**src/rtl/cic_filter_gen_pkg.sv**
```systemverilog
// Shared constants, width helpers and the accumulator type for cic_filter_gen.
// Width helpers are also used when the filter is built with non-default R/N/DW.
package cic_filter_gen_pkg;

  localparam int R_DEF  = 4;
  localparam int N_DEF  = 3;
  localparam int DW_DEF = 16;

  // Bit growth of an N-stage CIC decimating by R, which is also the output shift.
  function automatic int cic_shift(input int r, input int n);
    return n * $clog2(r);
  endfunction

  function automatic int cic_acc_w(input int dw, input int r, input int n);
    return dw + cic_shift(r, n);
  endfunction

  localparam int AW_DEF = cic_acc_w(DW_DEF, R_DEF, N_DEF);

  typedef logic signed [AW_DEF-1:0] acc_t;

endpackage

```
**src/rtl/cic_filter_gen_integrator.sv**
```systemverilog
// One enabled AW-bit integrator stage; two's-complement wrap-around is intended.
module cic_integrator #(
  parameter int AW = cic_filter_gen_pkg::AW_DEF
) (
  input  logic                 aclk,
  input  logic                 areset,
  input  logic                 en,
  input  logic signed [AW-1:0] din,
  output logic signed [AW-1:0] acc
);

  logic signed [AW-1:0] acc_q;
  logic signed [AW-1:0] acc_d;

  always_comb begin
    acc_d = acc_q;
    if (en) acc_d = acc_q + din;
  end

  always_ff @(posedge aclk or posedge areset) begin
    if (areset) acc_q <= '0;
    else        acc_q <= acc_d;
  end

  assign acc = acc_q;

endmodule

```
**src/rtl/cic_filter_gen.sv**
```systemverilog
// N-stage CIC decimator by R with unity DC gain (M = 1, always ready, no tready).
// Optional macro CIC_FILTER_GEN_ROUND_EN selects round-half-up instead of floor at the output shift.
module cic_filter_gen
  import cic_filter_gen_pkg::*;
#(
  parameter int R  = R_DEF,
  parameter int N  = N_DEF,
  parameter int DW = DW_DEF
) (
  input  logic          aclk,
  input  logic          areset,
  input  logic [DW-1:0] s_axis_data_tdata,
  input  logic          s_axis_data_tvalid,
  output logic [DW-1:0] m_axis_data_tdata,
  output logic          m_axis_data_tvalid
);

  localparam int S  = cic_shift(R, N);
  localparam int AW = cic_acc_w(DW, R, N);
  localparam int CW = $clog2(R);

`ifdef CIC_FILTER_GEN_ROUND_EN
  localparam logic signed [AW-1:0] RND = AW'(1) << (S - 1);
`else
  localparam logic signed [AW-1:0] RND = '0;
`endif

  logic                 accept;
  logic signed [AW-1:0] in_ext;
  logic signed [AW-1:0] integ [N];

  assign accept = s_axis_data_tvalid;
  assign in_ext = {{(AW-DW){s_axis_data_tdata[DW-1]}}, s_axis_data_tdata};

  for (genvar k = 0; k < N; k++) begin : g_int
    logic signed [AW-1:0] din;
    if (k == 0) begin : g_first
      assign din = in_ext;
    end else begin : g_rest
      assign din = integ[k-1];
    end
    cic_integrator #(.AW(AW)) u_int (
      .aclk   (aclk),
      .areset (areset),
      .en     (accept),
      .din    (din),
      .acc    (integ[k])
    );
  end

  logic [CW-1:0]        phase_q, phase_d;
  logic [N-1:0]         sr_q, sr_d;
  logic signed [AW-1:0] dly_q [N];
  logic signed [AW-1:0] dly_d [N];
  logic signed [AW-1:0] c [N+1];
  logic signed [AW-1:0] comb_q, comb_d;
  logic signed [AW-1:0] rounded;
  logic                 fire_q, fire_d;
  logic [DW-1:0]        tdata_q, tdata_d;
  logic                 tvalid_q, tvalid_d;
  logic                 wrap;
  logic                 fire;

  // The wrap strobe rides a shift register clocked by accepted samples, so the
  // combs fire once the integrator pipeline has absorbed the phase's last sample.
  always_comb begin
    wrap    = accept && (phase_q == CW'(R - 1));
    phase_d = phase_q;
    sr_d    = sr_q;
    if (accept) begin
      phase_d = wrap ? '0 : phase_q + CW'(1);
      sr_d[0] = wrap;
      for (int k = 1; k < N; k++) sr_d[k] = sr_q[k-1];
    end
    fire = accept && sr_q[N-1];

    c[0] = integ[N-1];
    for (int k = 0; k < N; k++) begin
      c[k+1]   = c[k] - dly_q[k];
      dly_d[k] = fire ? c[k] : dly_q[k];
    end
    comb_d = fire ? c[N] : comb_q;
    fire_d = fire;

    rounded  = comb_q + RND;
    tvalid_d = fire_q;
    tdata_d  = fire_q ? DW'(rounded >>> S) : tdata_q;
  end

  always_ff @(posedge aclk or posedge areset) begin
    if (areset) begin
      phase_q  <= '0;
      sr_q     <= '0;
      comb_q   <= '0;
      fire_q   <= 1'b0;
      tdata_q  <= '0;
      tvalid_q <= 1'b0;
      for (int k = 0; k < N; k++) dly_q[k] <= '0;
    end else begin
      phase_q  <= phase_d;
      sr_q     <= sr_d;
      comb_q   <= comb_d;
      fire_q   <= fire_d;
      tdata_q  <= tdata_d;
      tvalid_q <= tvalid_d;
      for (int k = 0; k < N; k++) dly_q[k] <= dly_d[k];
    end
  end

  assign m_axis_data_tdata  = tdata_q;
  assign m_axis_data_tvalid = tvalid_q;

endmodule

```
**config.mk**
```make
export PLATFORM = sky130hd
export DESIGN_NAME = cic_filter_gen
export DESIGN_NICKNAME = d
export VERILOG_FILES = /design/src/rtl/cic_filter_gen_pkg.sv /design/src/rtl/cic_filter_gen_integrator.sv /design/src/rtl/cic_filter_gen.sv
export SDC_FILE = /design/constraint.sdc
export NUM_CORES = 1
export LEC_CHECK = 0
export CAP_MARGIN = 10
export CORE_ASPECT_RATIO = 0.9
export CORE_MARGIN = 2
export CORE_UTILIZATION = 35
export CTS_CLUSTER_SIZE = 30
export DETAILED_ROUTE_END_ITERATION = 7
export DONT_BUFFER_PORTS = 1
export GPL_TIMING_DRIVEN = 0
export SETUP_SLACK_MARGIN = 0.15
export SYNTH_ARGS = -nofsm -noshare
export SYNTH_HDL_FRONTEND = slang
export SYNTH_SLANG_ARGS = --single-unit
```
**constraint.sdc**
```tcl
create_clock -name aclk -period 6.65 [get_ports aclk]
set_clock_uncertainty 0.2 [all_clocks]
set_input_delay 1.33 -clock aclk [delete_from_list [all_inputs] [get_ports aclk]]
set_output_delay 1.33 -clock aclk [all_outputs]
set_load 0.05 [all_outputs]
```
==> key figures, run 1 <==
Status
  • Status: finished, final reports clean

Synthesis
  • XOR/XNOR Fraction of Synth Area: 0.0772
  • Post-Syn Area: 11,700 um^2
  • Yosys top cell by area: dfrtp_1
  • Multiplexer area fraction after synthesis: 0.0764
  • Syn nets: 1,395
  • Largest family of logic cells by synthesized area: compound AO/OA/AOI/OAI gates
  • Ys async rst share: 1.00
  • Sequential area share after synthesis: 0.367
  • Simple-Gate Fraction of Synth Area: 0.111
  • Synth top area share: 0.367
  • Cells after synthesis: 1,245
  • Yosys reg bits: 171
  • Top_reg_cell synth: dfrtp_1
  • Netlist cell types: 65
  • Post-synthesis compound-gate area fraction: 0.176
  • Top-count cell post-synth: dfrtp_1
  • Syn avg cell area: 9.36 um^2
  • Adder and majority gate portion of the synthesized area: 0.144
  • List of most frequent post-synthesis cells: dfrtp_1 (171), ha_1 (126), nand2_1 (120)
  • Synth warn: 0
  • Synth area leaders: dfrtp_1 (37%), ha_1 (14%), mux2_2 (7.3%), xnor2_1 (5.2%), o21ai_0 (4.5%)
  • Post-synth EDFFs: 0

Place
  • GP Congestion: 0.855
  • Dpl cells: 1,668
  • PortBufs: 0
  • DP HPWL: 17,700 um

Clock tree
  • Maximum clock insertion buffer count: 2
  • CTS H-Tree Depth: 4
  • CTS tree: built
  • TritonCTS Sinks: 171
  • Clock transition at path regs: 0.07 ns
  • Total CTS buffers: 17
  • Clock Tree Root: clkbuf_16
  • Post-CTS Hold Fix Bufs: 0
  • Insertion delay to the later sink of the worst-skew pair: 0.44 ns

STA
  • Worst-Margin Slew: 0.716 ns
  • Period utilization: 0.909
  • Worst relative slew slack: 0.522
  • RSZ-0062 raised after global routing: no
  • Max-slew violation count: 0
  • Clock period minus worst slack: 6.04 ns
  • Endpoints failing hold: 0
  • Fin Setup TNS: 0 ns
  • Final setup viols: 0
  • Fmax: 0.165 GHz
  • WHS: 0.180 ns

Routing
  • Top Metal Used: met4
  • Drt drc: 0
  • Post-DR vias/cell: 4.95
  • Routed wire length: 23,500 um
  • Drt pass-1 iters: 4
  • Avg WL per Cell: 13.8 um
  • Metal3 WL: 634 um
  • Routed wl met2: 10,500 um
  • Met1 WL: 12,300 um
  • Iter 0 DRT Violations: 277
  • DRT antenna net count: 0
  • DR vias: 8,446

Layout
  • Finished Layout Cells: 1,705
  • Register area: 4280 um^2
  • Fillers: 3,208
  • Share of cells above drive strength 1: 0.112
  • Multi-input gate area in the final layout: 6840 um^2
  • Area Overhead vs Synth: 10.4%
  • N_diodes: 0
  • Nets: 1,420
  • Final core occ: 0.392

Floorplanning
  • Die area: 34,800 um^2
  • FP Rows: 63
  • Core region area: 32,900 um^2
  • Die width: 196 um
  • Initial Util: 0.355
  • Die Span Y: 177 um
  • IO Count: 36

Global routing
  • Initial antenna violation count: 0
  • Vias in the first global route: 8,300
  • Gr usage total: 0.141
  • Largest net degree at the start of global routing: 108
  • GRT Residual Overflow: 0
  • First-pass GRT wire length: 40,100 um

Setup path
  • CP startpoint: g_int[2].u_int.acc[0]$_DFFE_PP0P_
  • Slowest stage cell, crit path: fa_1
  • Crit path launch type: flop
  • Worst EP arrival: 6.20 ns
  • Data required time at the worst endpoint: 6.80 ns
  • Setup Crit Path Kind: reg2reg
  • Cell repeated most along the worst path: o21ai_1
  • Worst reg2reg startpoint: g_int[2].u_int.acc[0]$_DFFE_PP0P_
  • Worst Path Max Fanout: 5
  • Crit. End Element: flop
  • Critical Path Max Stage Delay: 0.40 ns

Hold path
  • Hold Path Class: reg2reg
  • Hold_sp: fire_q$_DFF_PP0_

Run
  • Max_cap viols: 0
## critical path, delay by kind of cell (launching register included)
| kind | cells | cell delay (ns) |
|---|---|---|
| buf+inv | 1 | 0.10 |
| simple gates | 4 | 0.34 |
| compound gates | 18 | 2.97 |
| fa+ha+maj | 4 | 1.29 |
| flops | 1 | 0.35 |
| xor+xnor | 3 | 0.70 |
## repair_timing
| item | 4_1_cts | 5_1_grt |
|---|---|---|
| resized for setup | 0 | 9 |
| setup endpoints to repair | 0 | 4 |
| setup buffers | 0 | 5 |
## layout by cell type (no fill, tap or decap), types with 4 or more instances in the layout
cell / count
and3_1: 7
a21oi_1: 78
dfrtp_1: 171
clkinvlp_4: 4
nor3_1: 20
a21boi_0: 4
o21bai_1: 9
xnor2_1: 69
buf_4: 6
a31oi_1: 10
nand3_1: 12
o21ai_0: 102
clkbuf_1: 29
nor2_1: 66
a31o_2: 7
o21a_1: 17
ha_1: 125
fa_1: 5
nand2_1: 120
mux2_2: 76
nand2b_1: 12
or3_1: 6
o21ai_1: 24
nor2b_1: 12
xor2_1: 31
nand4_1: 12
nand3b_1: 4
inv_1: 114
a21o_1: 34
o31ai_1: 6
clkbuf_16: 17
buf_1: 4
## flip-flops by register name, indices dropped and copies added (netlist names)
name	cells
m_axis_data_tdata	16
dly_q	66
g_int.u_int.acc	66
phase_q	2
fire_q	1
sr_q	3
m_axis_data_tvalid	1
comb_q	16
## stage by stage
step / cell area (um^2) / setup slack, ns
final: 12900 / 0.606
after floorplan: 11700 / 0.488
after detailed placement: 12200 / 0.312
after global placement: 12200 / -1.59
after global routing: 12900 / 0.141
after CTS: 12800 / 0.245
## kinds of logic (layout without fill, tap and decap cells)
| logic type | Yosys count | after routing |
|---|---|---|
| compound gates | 332 | 332 |
| flops | 171 | 171 |
| simple gates | 284 | 284 |
| buf+inv | 147 | 185 |
| xor+xnor | 101 | 101 |
| fa+ha+maj | 131 | 131 |
| mux | 79 | 79 |
## worst paths after layout
kind / endpoint / cells after the start / slack [ns]
worst min-delay path: m_axis_data_tvalid$_DFF_PP0_ / 0 / 0.18
min in group asynchronous: dly_q[4]$_DFFE_PP0P_ / 1 / 0.56
worst max register to register: comb_q[21]$_DFFE_PP0P_ / 30 / 0.61
max in group asynchronous: g_int[0].u_int.acc[10]$_DFFE_PP0P_ / 2 / 4.77
worst max-delay path: comb_q[21]$_DFFE_PP0P_ / 30 / 0.61
worst min register to register: m_axis_data_tvalid$_DFF_PP0_ / 0 / 0.18
## area by class of cell
cell class	instances	area share
Buffer	32	0.0102
Clock buffer	23	0.0371
Clock inverter	9	0.00875
Inverter	115	0.0341
Multi-Input combinational cell	927	0.531
Sequential cell	171	0.332
Tap cell	422	0.0410
Timing Repair Buffer	6	0.00505
## layer usage
layer  vias up  GRT usage
li1       4408          -
met1      3935      0.194
met2        88      0.230
met3        15     0.0301
met4         0     0.0278
met5         -          0
Power of run 1 is left out: the tool's default activity adds up to more than one toggle a clock period on the data nets, which glitch-free logic cannot reach.
==> run 2: changes to the inputs <==
--- a/config.mk
+++ b/config.mk
@@ -13,6 +13,7 @@
 export DETAILED_ROUTE_END_ITERATION = 7
 export DONT_BUFFER_PORTS = 1
 export GPL_TIMING_DRIVEN = 0
+export REMOVE_ABC_BUFFERS = 1
 export SETUP_SLACK_MARGIN = 0.15
 export SYNTH_ARGS = -nofsm -noshare
 export SYNTH_HDL_FRONTEND = slang
==> constraint.sdc (replaced) <==
create_clock -name aclk -period 7.2 [get_ports aclk]
set_clock_uncertainty 0.2 [all_clocks]
set_input_delay 1.44 -clock aclk [delete_from_list [all_inputs] [get_ports aclk]]
set_output_delay 1.44 -clock aclk [all_outputs]
set_load 0.05 [all_outputs]
==> key figures, run 2 (synthesized netlist as in run 1, its figures left out) <==
Clock tree
  • Maximum clock insertion buffer count: 2 (unchanged)
  • Post-CTS Hold Fix Bufs: 0 (unchanged)
  • TritonCTS Sinks: 171 (unchanged)
  • Post-CTS setup repair buffer count: 0 (unchanged)
  • Cts repair resizes: 0 (unchanged)
  • Clock transition at path regs: 0.07 ns (about the same)
  • Total CTS buffers: 17 (unchanged)
  • Clock Tree Root: clkbuf_16
  • CTS tree: built
  • Insertion delay to the later sink of the worst-skew pair: 0.44 ns (about the same)
  • CTS H-Tree Depth: 4 (unchanged)

Layout
  • Commonest non-fill, non-tap cell in the layout: dfrtp_1
  • Share of cells above drive strength 1: 0.110 (-0.00246)
  • Area Overhead vs Synth: 9.08%
  • Fillers: 3,247 (+1.2%)
  • Nets: 1,385 (-2.5%)
  • Most frequent cells in the layout: dfrtp_1 (171), ha_1 (126), nand2_1 (120)
  • Multi-input gate area in the final layout: 6810 um^2 (-0.38%)
  • N_diodes: 0 (unchanged)
  • Register area: 4280 um^2 (unchanged)

STA
  • RSZ-0062 raised after global routing: no
  • Final setup viols: 0 (unchanged)
  • Period utilization: 0.879 (-0.0300)
  • Fmax: 0.158 GHz (-4.5%)
  • Max-slew violation count: 0 (unchanged)
  • Endpoints failing hold: 0 (unchanged)
  • Worst-Margin Slew: 0.725 ns (+0.00860 ns)
  • Worst relative slew slack: 0.517 (-0.00574)
  • Clock period minus worst slack: 6.33 ns (+0.284 ns)
  • WHS: 0.279 ns (+0.0992 ns)

Place
  • DP HPWL: 15,300 um (-13%)
  • GP Congestion: 0.837 (-2.1%)
  • PortBufs: 0 (unchanged)

Floorplanning
  • Die area: 34,800 um^2 (unchanged)
  • Initial Util: 0.355 (unchanged)
  • FP Rows: 63 (unchanged)
  • Core region area: 32,900 um^2 (unchanged)
  • IO Count: 36 (unchanged)
  • Die Span Y: 177 um (unchanged)
  • Die width: 196 um (unchanged)

Routing
  • Routed wire length: 21,000 um (-11%)
  • DR vias: 8,210 (-2.8%)
  • Iter 0 DRT Violations: 426 (+54%)
  • Avg WL per Cell: 12.6 um (-9.0%)
  • Drt drc: 0 (unchanged)
  • Post-DR vias/cell: 4.92 (-0.76%)
  • DRT antenna net count: 0 (unchanged)
  • Drt pass-1 iters: 4 (unchanged)

Status
  • Status: finished, final reports clean

Global routing
  • Largest net degree at the start of global routing: 125 (+16%)
  • Vias in the first global route: 8,012 (-3.5%)
  • M1 GR Usage: 0.177 (-0.0166)
  • GR Util met3: 0.0257 (-0.00438)
  • GRT Residual Overflow: 0 (unchanged)
  • GR Util met2: 0.204 (-0.0260)
  • Most used routing layer: met2
  • Gr usage total: 0.128 (-0.0127)
  • Initial antenna violation count: 0 (unchanged)
  • First-pass GRT wire length: 37,300 um (-7.2%)

Setup path
  • Crit. End Element: flop
  • CP startpoint: g_int[2].u_int.acc[0]$_DFFE_PP0P_
  • R2R cell count: 31 (+3.3%)
  • Data required time at the worst endpoint: 7.37 ns (+0.57 ns)
  • Cell repeated most along the worst path: o21ai_1
  • Crit path launch type: flop
  • Setup Crit Path Kind: reg2reg
  • Worst reg2reg startpoint: g_int[2].u_int.acc[0]$_DFFE_PP0P_
  • Worst EP arrival: 6.49 ns (+0.29 ns)
  • Slowest stage cell, crit path: fa_1
  • Worst Path Max Fanout: 4 (-1)
  • Critical Path Max Stage Delay: 0.41 ns (about the same)

Run
  • Max_cap viols: 0 (unchanged)

Hold path
  • Hold depth: 2 (+2)
  • Hold Path Class: reg2reg
  • Hold_sp: comb_q[6]$_DFFE_PP0P_
-- run 2: cell count changes in the layout (fill, tap and decap cells not counted), sizes merged --
cell	previous run	this run
clkbuf	49	18
buf	12	3
clkinv	2	5
inv	116	119
bufinv	2	1
-- run 2: area by class of cell --
cell class	instances	area share
multi-input combinational	927	0.536
sequential	171	0.337
tap	422	0.0415
inverter	115	0.0347
clock buffer	18	0.0345
clock inverter	14	0.0108
timing repair buffer	3	0.00590
-- run 2: metrics by stage --
stage          area (um^2)  setup TNS, ns  utilization  setup WS, ns  cells
2_1_floorplan        11500              0            -         0.928   1213
3_3_place_gp         12100        -187.12        0.367         -1.12   1635
3_5_place_dp         12100              0        0.369         0.828   1638
4_1_cts              12700              0        0.387         0.787   1670
5_1_grt              12700              0        0.387         0.186   1670
6_report             12700              0        0.387         0.872   1670
-- run 2: critical path: cells and delay by family (launching register included) --
kind | cells | cell delay, ns
AOI/OAI and AO/OA | 16 | 2.82
xor gates and xnor gates | 3 | 0.69
adders and majority gates | 4 | 1.30
buffers and inverters | 1 | 0.08
DFF | 1 | 0.35
and+or+nand+nor | 7 | 0.82
-- run 2: final timing paths --
check                                                         end  slack [ns]
worst min register to register              comb_q[6]$_DFFE_PP0P_        0.28
min in group asynchronous        m_axis_data_tdata[0]$_DFFE_PP0P_        0.64
worst min-delay path                        comb_q[6]$_DFFE_PP0P_        0.28
worst max register to register             comb_q[21]$_DFFE_PP0P_        0.87
worst max-delay path                       comb_q[21]$_DFFE_PP0P_        0.87
max in group asynchronous       g_int[1].u_int.acc[5]$_DFFE_PP0P_        5.18
-- run 2: per-layer routing --
layer  wire length, um  vias up
li1                  -     4350
met1             10900     3766
met2              9250       77
met3               562       17
met4               267        0
met5                 0        -
Power of run 2 is left out for the same reason.
==> run 3: changes to the inputs <==
==> constraint.sdc (replaced) <==
create_clock -name aclk -period 5.3 [get_ports aclk]
set_clock_uncertainty 0.2 [all_clocks]
set_input_delay 1.06 -clock aclk [delete_from_list [all_inputs] [get_ports aclk]]
set_output_delay 1.06 -clock aclk [all_outputs]
set_load 0.05 [all_outputs]
==> key figures, run 3 (synthesized netlist as in run 1, its figures left out) <==
Clock tree
  • CTS H-Tree Depth: 4 (unchanged)
  • Clock Tree Root: clkbuf_16
  • CTS tree: built
  • Maximum clock insertion buffer count: 2 (unchanged)
  • TritonCTS Sinks: 171 (unchanged)
  • Post-CTS Hold Fix Bufs: 0 (unchanged)
  • Insertion delay to the later sink of the worst-skew pair: 0.44 ns (about the same)
  • Clock transition at path regs: 0.07 ns (about the same)
  • Total CTS buffers: 17 (unchanged)

Status
  • Violated checks: setup timing
  • Status: finished with violations

STA
  • Clock period minus worst slack: 5.69 ns (-0.638 ns)
  • Worst-Margin Slew: 0.678 ns (-0.0472 ns)
  • Period utilization: 1.07 (+0.195)
  • Endpoints failing hold: 0 (unchanged)
  • Final setup margin: -0.390 ns (-1.26 ns)
  • WHS: 0.264 ns (-0.0156 ns)
  • Final setup viols: 4 (+4)
  • Fin Setup TNS: -1.20 ns (-1.20 ns)
  • Max-slew violation count: 0 (unchanged)
  • Worst relative slew slack: 0.548 (+0.0315)
  • RSZ-0062 raised after global routing: yes
  • Fmax: 0.176 GHz (+11%)

Hold path
  • Hold Path Class: in2async

Place
  • DP HPWL: 15,300 um (unchanged)
  • GP Congestion: 0.837 (unchanged)
  • Placed inst area: 12,100 um^2 (unchanged)
  • PortBufs: 0 (unchanged)

Global routing
  • GRT Residual Overflow: 0 (unchanged)
  • First-pass GRT wire length: 37,900 um (+1.7%)
  • Initial antenna violation count: 0 (unchanged)
  • Gr usage total: 0.131 (+0.00244)
  • Largest net degree at the start of global routing: 125 (unchanged)
  • Vias in the first global route: 8,156 (+1.8%)

Routing
  • Drt drc: 0 (unchanged)
  • Routed wire length: 21,800 um (+3.8%)
  • DR vias: 8,350 (+1.7%)
  • Top Metal Used: met4
  • Iter 0 DRT Violations: 477 (+12%)
  • Routed wl met2: 9800 um (+5.9%)
  • Metal3 WL: 593 um (+5.5%)
  • Met1 WL: 11,100 um (+2.2%)
  • DRT antenna net count: 0 (unchanged)
  • Avg WL per Cell: 12.8 um (+2.0%)
  • Post-DR vias/cell: 4.92 (about the same)
  • Drt pass-1 iters: 4 (unchanged)

Setup path
  • Worst EP arrival: 5.86 ns (-0.63 ns)
  • Critical Path Max Stage Delay: 0.36 ns (-0.05 ns)
  • Setup Crit Path Kind: reg2reg
  • Worst Path Max Fanout: 3 (-1)
  • Crit. End Element: flop
  • Slowest stage cell, crit path: dfrtp_1
  • Cell repeated most along the worst path: o21ai_1
  • Data required time at the worst endpoint: 5.47 ns (-1.90 ns)
  • Crit path launch type: flop

Floorplanning
  • Die area: 34,800 um^2 (unchanged)
  • Core region area: 32,900 um^2 (unchanged)
  • Die width: 196 um (unchanged)
  • Initial Util: 0.355 (unchanged)
  • IO Count: 36 (unchanged)
  • FP Rows: 63 (unchanged)
  • Die Span Y: 177 um (unchanged)

Layout
  • Area Overhead vs Synth: 13.2%
  • Register area: 4280 um^2 (unchanged)
  • Most frequent cells in the layout: dfrtp_1 (171), nand2_1 (120), ha_1 (120)
  • Multi-input gate area in the final layout: 7070 um^2 (+3.8%)
  • N_diodes: 0 (unchanged)
  • Commonest non-fill, non-tap cell in the layout: dfrtp_1
  • Fillers: 3,182 (-2.0%)
  • Final core occ: 0.401 (+0.0146)
  • Post-route cell area: 13,200 um^2 (+3.8%)
  • Share of cells above drive strength 1: 0.160 (+0.0501)
  • Nets: 1,413 (+2.0%)

Run
  • Max_cap viols: 0 (unchanged)
[run 3: cell types whose count changed in the layout (fill, tap and decap cells not counted), moves of 4 or more]
cell	delta
o21ai_0	-7
xnor2_1	-6
ha_1	-6
a21oi_1	-9
nor2_2	+4
xnor2_2	+6
nor2_1	-4
buf_4	+26
a21oi_2	+8
[run 3: what timing repair did]
item	4_1_cts	5_1_grt
setup buffers	21	7
pin swaps	26	30
cloned	0	0
resized for setup	29	29
endpoints found under the setup margin	6	10
hold endpoints to repair	0	0
[run 3: final timing paths]
check,startpoint,end,slack [ns],depth (start not counted)
setup / recovery,g_int[2].u_int.acc[0]$_DFFE_PP0P_,comb_q[21]$_DFFE_PP0P_,-0.39,28
hold / removal,areset,m_axis_data_tdata[0]$_DFFE_PP0P_,0.26,1
setup reg to reg,g_int[2].u_int.acc[0]$_DFFE_PP0P_,comb_q[21]$_DFFE_PP0P_,-0.39,28
hold reg to reg,comb_q[6]$_DFFE_PP0P_,comb_q[6]$_DFFE_PP0P_,0.28,2
max in group asynchronous,areset,g_int[0].u_int.acc[6]$_DFFE_PP0P_,3.67,2
min in group aclk,comb_q[6]$_DFFE_PP0P_,comb_q[6]$_DFFE_PP0P_,0.28,2
[run 3: cell type report]
class | count | share of cell area
clock buffers | 18 | 0.0333
inverters | 115 | 0.0335
repair buffers | 31 | 0.0222
clock inverters | 14 | 0.0104
well taps | 422 | 0.0400
multi-input cells | 927 | 0.536
flip-flops and latches | 171 | 0.324
[run 3: worst max-delay path, delay by kind of cell (launching register included)]
| family | cells | cell delay [ns] |
|---|---|---|
| compound gates | 14 | 2.51 |
| fa+ha+maj | 4 | 1.12 |
| simple gates | 5 | 0.66 |
| xor+xnor | 2 | 0.42 |
| buf+inv | 3 | 0.37 |
| flops | 1 | 0.36 |
[run 3: per-stage QoR]
step                      cells  worst slack, ns
after detailed placement   1638            -1.07
after floorplan            1213           -0.592
after global placement     1635            -2.64
after CTS                  1691           -0.432
final                      1698           -0.390
after global routing       1698           -0.764
[run 3: routing by layer]
layer / vias to the layer above / track usage
met3: 16 / 0.0257
met1: 3844 / 0.179
met4: 0 / 0.0376
li1: 4409 / -
met2: 81 / 0.210
met5: - / 0
Power of run 3 is left out for the same reason.
